`src/rtl/input_conditioner.sv`:
```
// Button and coin-switch front end: synchronize, debounce, and turn
// accepted rising edges into one-cycle strobes with coin lockout.
module input_conditioner #(
   parameter int DB_CYCLES      = 1000,
   parameter int HOLDOFF_CYCLES = 16
) (
   input  logic       clk,
   input  logic       rst,
   input  logic       L_button,
   input  logic       R_button,
   input  logic       C_button,
   input  logic [3:0] switch,
   output logic       L_pulse,
   output logic       R_pulse,
   output logic       C_pulse,
   output logic       coin_valid,
   output logic [4:0] coin_value
);

   localparam logic [15:0] DB_LAST = 16'(DB_CYCLES - 1);
   localparam logic [15:0] HO_LOAD = 16'(HOLDOFF_CYCLES);
   localparam logic [0:0]  ST_READY = 1'b0;
   localparam logic [0:0]  ST_HOLD  = 1'b1;

   logic [6:0] raw_w;
   logic [6:0] rise_w;

   assign raw_w = {switch, C_button, R_button, L_button};

   for (genvar i = 0; i < 7; i++) begin : g_ch
      logic        s1_q, s2_q;
      logic        stab_q, stab_d;
      logic        rise_q, rise_d;
      logic [15:0] cnt_q, cnt_d;

      always_comb begin
         cnt_d  = cnt_q;
         stab_d = stab_q;
         rise_d = 1'b0;
         if (s2_q == stab_q) begin
            cnt_d = '0;
         end else if (cnt_q == DB_LAST) begin
            cnt_d  = '0;
            stab_d = ~stab_q;
            rise_d = ~stab_q;
         end else begin
            cnt_d = cnt_q + 16'd1;
         end
      end

      always_ff @(posedge clk) begin
         if (rst) begin
            s1_q   <= 1'b0;
            s2_q   <= 1'b0;
            stab_q <= 1'b0;
            rise_q <= 1'b0;
            cnt_q  <= '0;
         end else begin
            s1_q   <= raw_w[i];
            s2_q   <= s1_q;
            stab_q <= stab_d;
            rise_q <= rise_d;
            cnt_q  <= cnt_d;
         end
      end

      assign rise_w[i] = rise_q;
   end

   logic [0:0]  state_q, state_d;
   logic [15:0] ho_q, ho_d;
   logic        l_q, l_d, r_q, r_d, c_q, c_d;
   logic        cv_q, cv_d;
   logic [4:0]  val_q, val_d, sel_w;

   // Highest-index coin wins when several land together.
   always_comb begin
      sel_w = 5'd0;
      if (rise_w[6])      sel_w = 5'd20;
      else if (rise_w[5]) sel_w = 5'd10;
      else if (rise_w[4]) sel_w = 5'd5;
      else if (rise_w[3]) sel_w = 5'd1;
   end

   always_comb begin
      state_d = state_q;
      ho_d    = ho_q;
      cv_d    = 1'b0;
      val_d   = 5'd0;
      l_d     = rise_w[0] & ~rise_w[1];
      r_d     = rise_w[1] & ~rise_w[0];
      c_d     = rise_w[2];
      case (state_q)
         ST_READY: begin
            if (|rise_w[6:3]) begin
               cv_d    = 1'b1;
               val_d   = sel_w;
               ho_d    = HO_LOAD;
               state_d = ST_HOLD;
            end
         end
         ST_HOLD: begin
            ho_d = ho_q - 16'd1;
            if (ho_d == 16'd0) state_d = ST_READY;
         end
         default: state_d = ST_READY;
      endcase
   end

   always_ff @(posedge clk) begin
      if (rst) begin
         state_q <= ST_READY;
         ho_q    <= '0;
         l_q     <= 1'b0;
         r_q     <= 1'b0;
         c_q     <= 1'b0;
         cv_q    <= 1'b0;
         val_q   <= 5'd0;
      end else begin
         state_q <= state_d;
         ho_q    <= ho_d;
         l_q     <= l_d;
         r_q     <= r_d;
         c_q     <= c_d;
         cv_q    <= cv_d;
         val_q   <= val_d;
      end
   end

   assign L_pulse    = l_q;
   assign R_pulse    = r_q;
   assign C_pulse    = c_q;
   assign coin_valid = cv_q;
   assign coin_value = val_q;

endmodule
```
`config.mk`:
```
export PLATFORM = sky130hd
export DESIGN_NAME = input_conditioner
export DESIGN_NICKNAME = d
export VERILOG_FILES = /design/src/rtl/input_conditioner.sv
export SDC_FILE = /design/constraint.sdc
export NUM_CORES = 1
export LEC_CHECK = 0
export ABC_AREA = 1
export BUFFER_PORTS_ARGS = -buffer_cell sky130_fd_sc_hd__buf_4
export CORE_MARGIN = 2
export CORE_UTILIZATION = 30
export DETAILED_ROUTE_END_ITERATION = 7
export GPL_TIMING_DRIVEN = 0
export MAX_ROUTING_LAYER = met4
export SYNTH_ARGS = -nofsm -noshare
export SYNTH_HDL_FRONTEND = slang
export SYNTH_SLANG_ARGS = --single-unit
```
`constraint.sdc`:
```
create_clock -name clk -period 3.6 [get_ports clk]
set_input_delay 0.36 -clock clk [delete_from_list [all_inputs] [get_ports clk]]
set_output_delay 0.36 -clock clk [all_outputs]
set_load 0.02 [all_outputs]
```
* Word-level counts from Yosys, hierarchy flattened
Cells that the tools add are included.
** Storage, ports and cells
- Register bits :: 166
- Input port bits :: 9
** Operators by class
- Add/subtract/negate cells :: 8
- Eq/ne operators :: 15
- Mux-type cells :: 9
- Bitwise gates (word level) :: 27
- Reductions and logical operators :: 27
** Operators by type and width (count)
- adder 16 x 1 -> 16 bit, second input constant :: 7
- equality test 16 x 10 -> 1 bit, second input constant :: 7
- OR reduction 3 bit :: 15
- one-hot mux 16 bit (2 select lines) :: 1
- NOT 1 bit :: 25
- zero test 16 bit :: 1
- 2-to-1 mux 16 bit :: 1
- subtractor 16 x 1 -> 16 bit, second input constant :: 1
- AND reduction 2 bit :: 7
- OR reduction 4 bit :: 2
- equality test 1 bit :: 7
- 2-to-1 mux 5 bit :: 1
- OR reduction 5 bit :: 1
- 2-to-1 mux 4 bit :: 1
- 2-to-1 mux 1 bit :: 3
- 2-to-1 mux 3 bit :: 1
- AND 1 bit :: 2
- inequality test 2 bit, second input constant :: 1
- one-hot mux 1 bit (2 select lines) :: 1
- OR reduction 2 bit :: 1

* Depth between registers and ports, before layout
Gate-level depths: netlist of the first run.
- Depth in word-level cells :: 4
- Gate-level depth with buffers :: 12

* Worst setup path before layout of the first run
No wires, ideal clock.
- Kind :: register to register
- From :: reg ho_q[0]
- To :: reg state_q
- Setup time :: 109 ps
- Data arrival time :: 1353 ps
- Required time :: 3491 ps
- Path slack :: 2138 ps
- Cell stages (with the launch flop) :: 12
- Cells stage by stage :: dfxtp_1 -> inv_1 -> ha_1 -> nand2_2 -> nor2_2 -> nand2_1 -> nand2_1 -> nand2_1 -> nor3_1 -> nand3_1 -> nand2_1 -> inv_1
** On the way
- Cells in the longest elaborated chain, start to end :: 4
** RTL lines
- from (decl) :: line 71 : logic [15:0] ho_q, ho_d;
- from (signal assigned) :: line 121 : ho_q <= ho_d;
- subtractor 16 x 1 -> 16 bit :: line 103 : ho_d = ho_q - 16'd1;
- zero test 16 bit :: line 104 : if (ho_d == 16'd0) state_d = ST_READY;
- 2-to-1 mux 1 bit :: line 104
- one-hot mux 1 bit (2 select lines) :: line 93 : case (state_q)
- to (signal assigned) :: line 120 : state_q <= state_d;
- to (decl) :: line 70 : logic [0:0] state_q, state_d;
No other way between the ends.
A chain may end at the register's enable or synchronous reset.

* Final worst setup path of the first run
Same ends and word-level chain as after synthesis.

==> results.sh, run 1 <==
export IMPL_ir_drop_uv=282.4
export IMPL_syn_inst=998
export IMPL_place_gp_congestion=0.8286
export IMPL_grt_max_degree=17
export IMPL_synth_compound_area_share_pct=8.467
export IMPL_max_stage_delay_ns=0.34
export IMPL_finalHoldViolCount=0
export IMPL_fp_dieW_um=160.5
export IMPL_via_count=5977
export IMPL_end_kind="register"
export IMPL_hp_class="in -> reg"
export IMPL_clk_pin_slew_ns=0.06
export IMPL_cts_setup_buffers=0
export IMPL_path_max_fanout=7
export IMPL_drv_slew=0
export IMPL_grt_total_usage_pct=11.56
export IMPL_wl_per_cell_um=10.00
export IMPL_htreeDepth=4
export IMPL_hpwl_um=9984
export IMPL_grt_overflow=0
export IMPL_drc_errors=0
export IMPL_diodes=0
export IMPL_crit_type="reg -> reg"
export IMPL_muxShareOfSynthArea_pct=0
export IMPL_clock_latency_ns=0.43
export IMPL_async_reset_ff_share_pct=0
export IMPL_regArea_um2=3303
export IMPL_first_pass_iters=5
export IMPL_worst_pin_slew_ns=0.6042
export IMPL_synth_area_um2=7345
export IMPL_drive_gt1_share_pct=11.85
export IMPL_layout_area_overhead_vs_synth_pct=16.00
export IMPL_synthSimpleGateAreaFrac_pct=33.36
export IMPL_cts_buffer_depth=2
export IMPL_max_freq_mhz=572.2
export IMPL_portBuffers=16
export IMPL_status="complete, no violations"
export IMPL_period_needed_ns=1.748
export IMPL_finalPower_mw=3.866
export IMPL_critPathMostFrequentCell="nand2_1"
export IMPL_num_rows=57
export IMPL_setup_viol=0
export IMPL_maxCapViolCount=0
export IMPL_cts_buffers=17
export IMPL_yosysSeqAreaShare_pct=44.97
export IMPL_syn_num_nets=1016
export IMPL_yosysWarnings=0
export IMPL_rrSetupSlack_ns=1.85
export IMPL_multi_input_area_um2=3412
export IMPL_nFillCells=2535
export IMPL_hold_buffers=0
export IMPL_slew_headroom_pct=59.72
export IMPL_start_kind="register"
export IMPL_fin_skew_ns=0.005780
export IMPL_grt_pass1_wl_um=24090
export IMPL_path_cells="inv_1, ha_1, nand2_2, nor2_2, nand2_1, nand2_1, nand2_1, nor3_1, nand3_1, nand2_1, inv_1"
export IMPL_cts_root_buf="clkbuf_16"
export IMPL_final_antenna_net_count=0
export IMPL_die_area_um2=25750
export IMPL_period_share_pct=48.55
export IMPL_avgSynthCellArea_um2=7.359
export IMPL_ys_types=42
export IMPL_synth_top_family_by_area="simple AND/OR/NAND/NOR gates"
export IMPL_cts_tree="done"
export IMPL_synth_main_ff_cell="dfxtp_1"
export IMPL_io_pins=18
export IMPL_synth_seq_cells=165
export IMPL_cts_sinks=165
export IMPL_core_area_um2=24180
export IMPL_p_leak_nw=3.267
export IMPL_synth_xor_area_share_pct=3.101
export IMPL_initial_core_util_pct=30.38
export IMPL_final_common_cell="nand2_1"
export IMPL_fin_nets=1051
export IMPL_grt_pass1_vias=5447
export IMPL_worstPathRequired_ns=3.93
export IMPL_vias_per_cell=4.363
export IMPL_postCtsResizedCells=0
export IMPL_antenna_found_initial=1
export IMPL_power_density_nw_per_um2=453.8
export IMPL_routed_wirelength_um=13710
export IMPL_synth_edff_count=0
export IMPL_synth_adder_area_share_pct=1.533
export IMPL_final_cell_mix="nand2_1 (181), dfxtp_1 (165), nor2_1 (159)"
export IMPL_slowest_stage="ha_1"
export IMPL_drt_iter0_markers=196
export IMPL_final_cells=1370
export IMPL_die_h_um=160.5
export IMPL_cp_arrival_ns=2.08
export IMPL_rsz0062_at_grt="no"
export IMPL_setup_tns_ns=0
export IMPL_dp_cells=1338
-- report_power, final --
part | internal, mW | switching (mW)
combinational | 0.0174 | 0.0335
sequential | 1.84 | 0.00535
clock | 1.24 | 0.738
-- Yosys cell counts, types with 3 or more instances --
master      n  share of area, %
clkbuf_1    3              0.15
o21ai_1     3              0.20
nand2_2     7              0.60
o21a_1      5              0.51
xnor2_1     9               1.1
inv_2      12              0.61
buf_4       5              0.51
nand3_1    42               2.9
nor3_2      4              0.55
nor2_2     17               1.4
buf_2       5              0.34
nor4_1      9              0.77
o21bai_1    3              0.31
dfxtp_1   165                45
ha_1        9               1.5
and3_1      5              0.43
nand2_1   181               9.3
a31oi_1     3              0.26
nor3_1     44               3.0
nand4_1    16               1.4
nor2_1    159               8.1
nand3_2     7              0.95
a211oi_1    4              0.41
xor2_1     17               2.0
o21ai_0    23               1.6
nor2_4      5              0.77
nor3b_1    14               1.4
inv_1     133               6.8
or2_2       7              0.60
nand3b_1    4              0.41
o211ai_2    3              0.51
a21oi_1    63               4.3
-- logic make-up (layout without fill, tap and decap cells) --
logic type               Yosys count  count (layout)
AO/OA/AOI/OAI                    110             110
XOR/XNOR                          26              26
adder cells (fa/ha/maj)            9               9
buffers and inverters            161             209
flip-flops                       165             165
AND/OR/NAND/NOR                  527             527
-- final timing paths --
kind	startpoint	end	depth (start not counted)
worst max register to register	ho_q[0]	state_q	11
worst max-delay path	ho_q[0]	state_q	11
worst min register to register	g_ch[6].s1_q	g_ch[6].s2_q	2
worst min-delay path	C_button	g_ch[2].s1_q	3
-- final cells by class --
class,count,share of cell area (%)
plain buffers,15,0.9546
clock buffers,21,5.640
clock inverters,11,1.983
inverters,146,6.433
multi-input cells,672,40.05
flip-flops and latches,165,38.77
well taps,324,4.758
repair buffers,16,1.410
-- stage by stage --
step / area, um2 / hold slack, ns / setup WS (ns) / utilization (%)
2_1_floorplan: 7345 / 0.3883 / 2.138 / -
3_3_place_gp: 7870 / 0.3965 / 1.830 / 32.55
3_5_place_dp: 7870 / 0.3947 / 1.807 / 32.55
4_1_cts: 8519 / 0.1111 / 1.859 / 35.24
5_1_grt: 8519 / 0.1410 / 1.677 / 35.24
6_report: 8519 / 0.1304 / 1.852 / 35.24
-- metal layers --
layer | routed length (um) | vias to the layer above | GRT usage, %
met5 | 0 | - | -
met2 | 6034 | 62 | 18.12
met3 | 446 | 22 | 2.479
met1 | 6959 | 2637 | 14.58
met4 | 264 | 0 | 4.545
li1 | - | 3256 | -
-- sequential cells by signal, summed over array words and instances (netlist names) --
signal       cells
C_pulse          1
L_pulse          1
R_pulse          1
c_d              1
coin_valid       1
coin_value       4
g_ch.cnt_q     112
g_ch.rise_q      6
g_ch.s1_q        7
g_ch.s2_q        7
g_ch.stab_q      7
ho_q            16
state_q          1
-- worst max-delay path, delay by kind of cell, from the launching register on --
family        cells  cell delay, ns
buf+inv           2            0.14
flops             1            0.33
simple gates      8            0.83
fa+ha+maj         1            0.34
Power figures use the tool's default switching activity.
==> inputs of run 2 (changes only) <==
==> constraint.sdc (replaced) <==
create_clock -name clk -period 1.57 [get_ports clk]
set_input_delay 0.157 -clock clk [delete_from_list [all_inputs] [get_ports clk]]
set_output_delay 0.157 -clock clk [all_outputs]
set_load 0.02 [all_outputs]
==> run 2 against run 1 <==
Register-to-register slack worse by 1.8 ns. Worst hold slack better by 0.12 ns. Critical path type unchanged. Core utilization is 3.2 points higher. Routed wire length is 7.2% higher. First-iteration DRC count is 26% higher. Sequential cell count stayed put. Highest routed layer unchanged. Sequential share of layout area is 2.8 points lower. Cell count is 2.5% higher.
==> results.sh, run 2 (same netlist as run 1, synthesis figures left out) <==
export IMPL_power_density_nw_per_um2=959.9
export IMPL_p_leak_nw=3.596
export IMPL_worst_pin_slew_ns=0.6327
export IMPL_end_kind="register"
export IMPL_r2r_end="state_q"
export IMPL_cts_buffer_depth=2
export IMPL_slew_headroom_pct=57.82
export IMPL_largest_reg_flops=112
export IMPL_grt_pass1_vias=5492
export IMPL_htreeDepth=4
export IMPL_initial_core_util_pct=30.38
export IMPL_fin_util_pct=38.40
export IMPL_fp_dieW_um=160.5
export IMPL_grt_total_usage_pct=11.66
export IMPL_drive_gt1_share_pct=22.22
export IMPL_final_cell_mix="nand2_1 (165), dfxtp_1 (141), nor2_1 (141)"
export IMPL_hp_class="in -> reg"
export IMPL_drv_slew=0
export IMPL_grt_max_degree=17
export IMPL_setup_tns_ns=0
export IMPL_hpwl_um=9984
export IMPL_fin_nets=1085
export IMPL_max_freq_mhz=661.5
export IMPL_num_rows=57
export IMPL_die_h_um=160.5
export IMPL_io_pins=18
export IMPL_cts_sinks=165
export IMPL_diodes=0
export IMPL_routed_wirelength_um=14690
export IMPL_status="complete, no violations"
export IMPL_grt_overflow=0
export IMPL_fin_skew_ns=0.008668
export IMPL_die_area_um2=25750
export IMPL_antenna_found_initial=1
export IMPL_period_needed_ns=1.512
export IMPL_portBuffers=16
export IMPL_via_count=6206
export IMPL_reg_largest_list="g_ch.cnt_q x112, ho_q x16"
export IMPL_critPathCapture="state_q"
export IMPL_cp_arrival_ns=1.84
export IMPL_grt_pass1_wl_um=24350
export IMPL_reg2regPathDepth=11
export IMPL_first_pass_iters=5
export IMPL_rsz0062_at_grt="yes"
export IMPL_clk_pin_slew_ns=0.06
export IMPL_r2r_start="ho_q[0]"
export IMPL_maxCapViolCount=0
export IMPL_vias_per_cell=4.420
export IMPL_crit_type="reg -> reg"
export IMPL_clock_latency_ns=0.43
export IMPL_finalHoldViolCount=0
export IMPL_core_area_um2=24180
export IMPL_ir_drop_uv=647.8
export IMPL_drc_errors=0
export IMPL_setup_viol=0
export IMPL_dp_cells=1338
export IMPL_layout_area_overhead_vs_synth_pct=26.41
export IMPL_final_common_cell="nand2_1"
export IMPL_cts_tree="done"
export IMPL_cts_buffers=17
export IMPL_largest_register="g_ch.cnt_q"
export IMPL_place_gp_congestion=0.8286
export IMPL_worstPathRequired_ns=1.90
export IMPL_whs_ns=0.2462
export IMPL_wl_per_cell_um=10.47
export IMPL_period_share_pct=96.28
export IMPL_start_kind="register"
export IMPL_final_antenna_net_count=0
export IMPL_drt_iter0_markers=247
export IMPL_path_max_fanout=6
export IMPL_startpoint="ho_q[0]"
export IMPL_finalPower_mw=8.911
export IMPL_final_cells=1404
export IMPL_rrSetupSlack_ns=0.06
export IMPL_cts_root_buf="clkbuf_16"
==> run 2: changes by cell type in the layout (fill, tap and decap cells not counted), sizes merged <==
| cell | before | now |
|---|---|---|
| buf | 28 | 54 |
| dlygate4sd3 | 0 | 7 |
| clkbuf | 24 | 25 |
==> run 2: report_power, final <==
group / internal, mW / switching [mW] / total (mW)
Clock: 2.84 / 1.70 / 4.54
Sequential: 4.20 / 0.0144 / 4.22
Combinational: 0.0689 / 0.0875 / 0.156
Total: 7.11 / 1.80 / 8.91
==> run 2: through the flow <==
step	area, um2	setup slack, ns
after floorplan	7345	0.1078
after global placement	7870	-0.1214
after detailed placement	7870	-0.1605
after CTS	8667	-0.007558
after global routing	9284	-0.03894
final	9284	0.05833
==> run 2: cell type report <==
cell class / instances / area [um2]
buffer: 15 / 107.6
clock buffer: 21 / 480.5
clock inverter: 11 / 168.9
fill: 2452 / 14890
inverter: 146 / 555.5
multi-input combinational: 672 / 3819
sequential: 165 / 3343
tap: 324 / 405.4
timing repair buffer: 50 / 404.1
==> run 2: how the worst min path moves through the flow <==
| stage | endpoint | cells after the start | slack, ns | startpoint |
|---|---|---|---|---|
| floorplan | g_ch[0].s1_q | 2 | 0.26 | L_button |
| global placement | g_ch[4].s1_q | 3 | 0.37 | switch[1] |
| global route | g_ch[5].cnt_q[10] | 4 | 0.29 | rst |
| finish | g_ch[5].cnt_q[10] | 4 | 0.25 | rst |
| detailed placement | g_ch[2].s1_q | 3 | 0.36 | C_button |
| CTS | g_ch[5].cnt_q[10] | 4 | 0.22 | rst |
==> run 2: timing repair <==
action                                 CTS  global route
hold buffers                             7             0
setup endpoints to repair               44           100
gates resized for setup                 16           130
endpoints found under the hold margin    7             0
cloned                                   0             1
pin swaps                                2            41
buffers inserted                         3            23
==> run 2: worst max-delay path, cell delays in order, from the launching register on <==
cell and delay [ns]:
dfxtp_4 0.36, inv_4 0.08, ha_4 0.19, nand2_8 0.08
o21ai_2 0.14, nand2_1 0.09, nor2_1 0.13, nand2_1 0.06
nor2_1 0.09, nand3_1 0.09, nand2_1 0.07, inv_1 0.03
==> run 2: layer usage <==
| layer | GRT usage [%] | part of all wire, % | vias to the layer above |
|---|---|---|---|
| met2 | 18.44 | 46 | 75 |
| met5 | - | 0 | - |
| met4 | 4.259 | 1.4 | 0 |
| met1 | 14.73 | 49 | 2784 |
| met3 | 2.479 | 3.0 | 15 |
| li1 | - | - | 3332 |
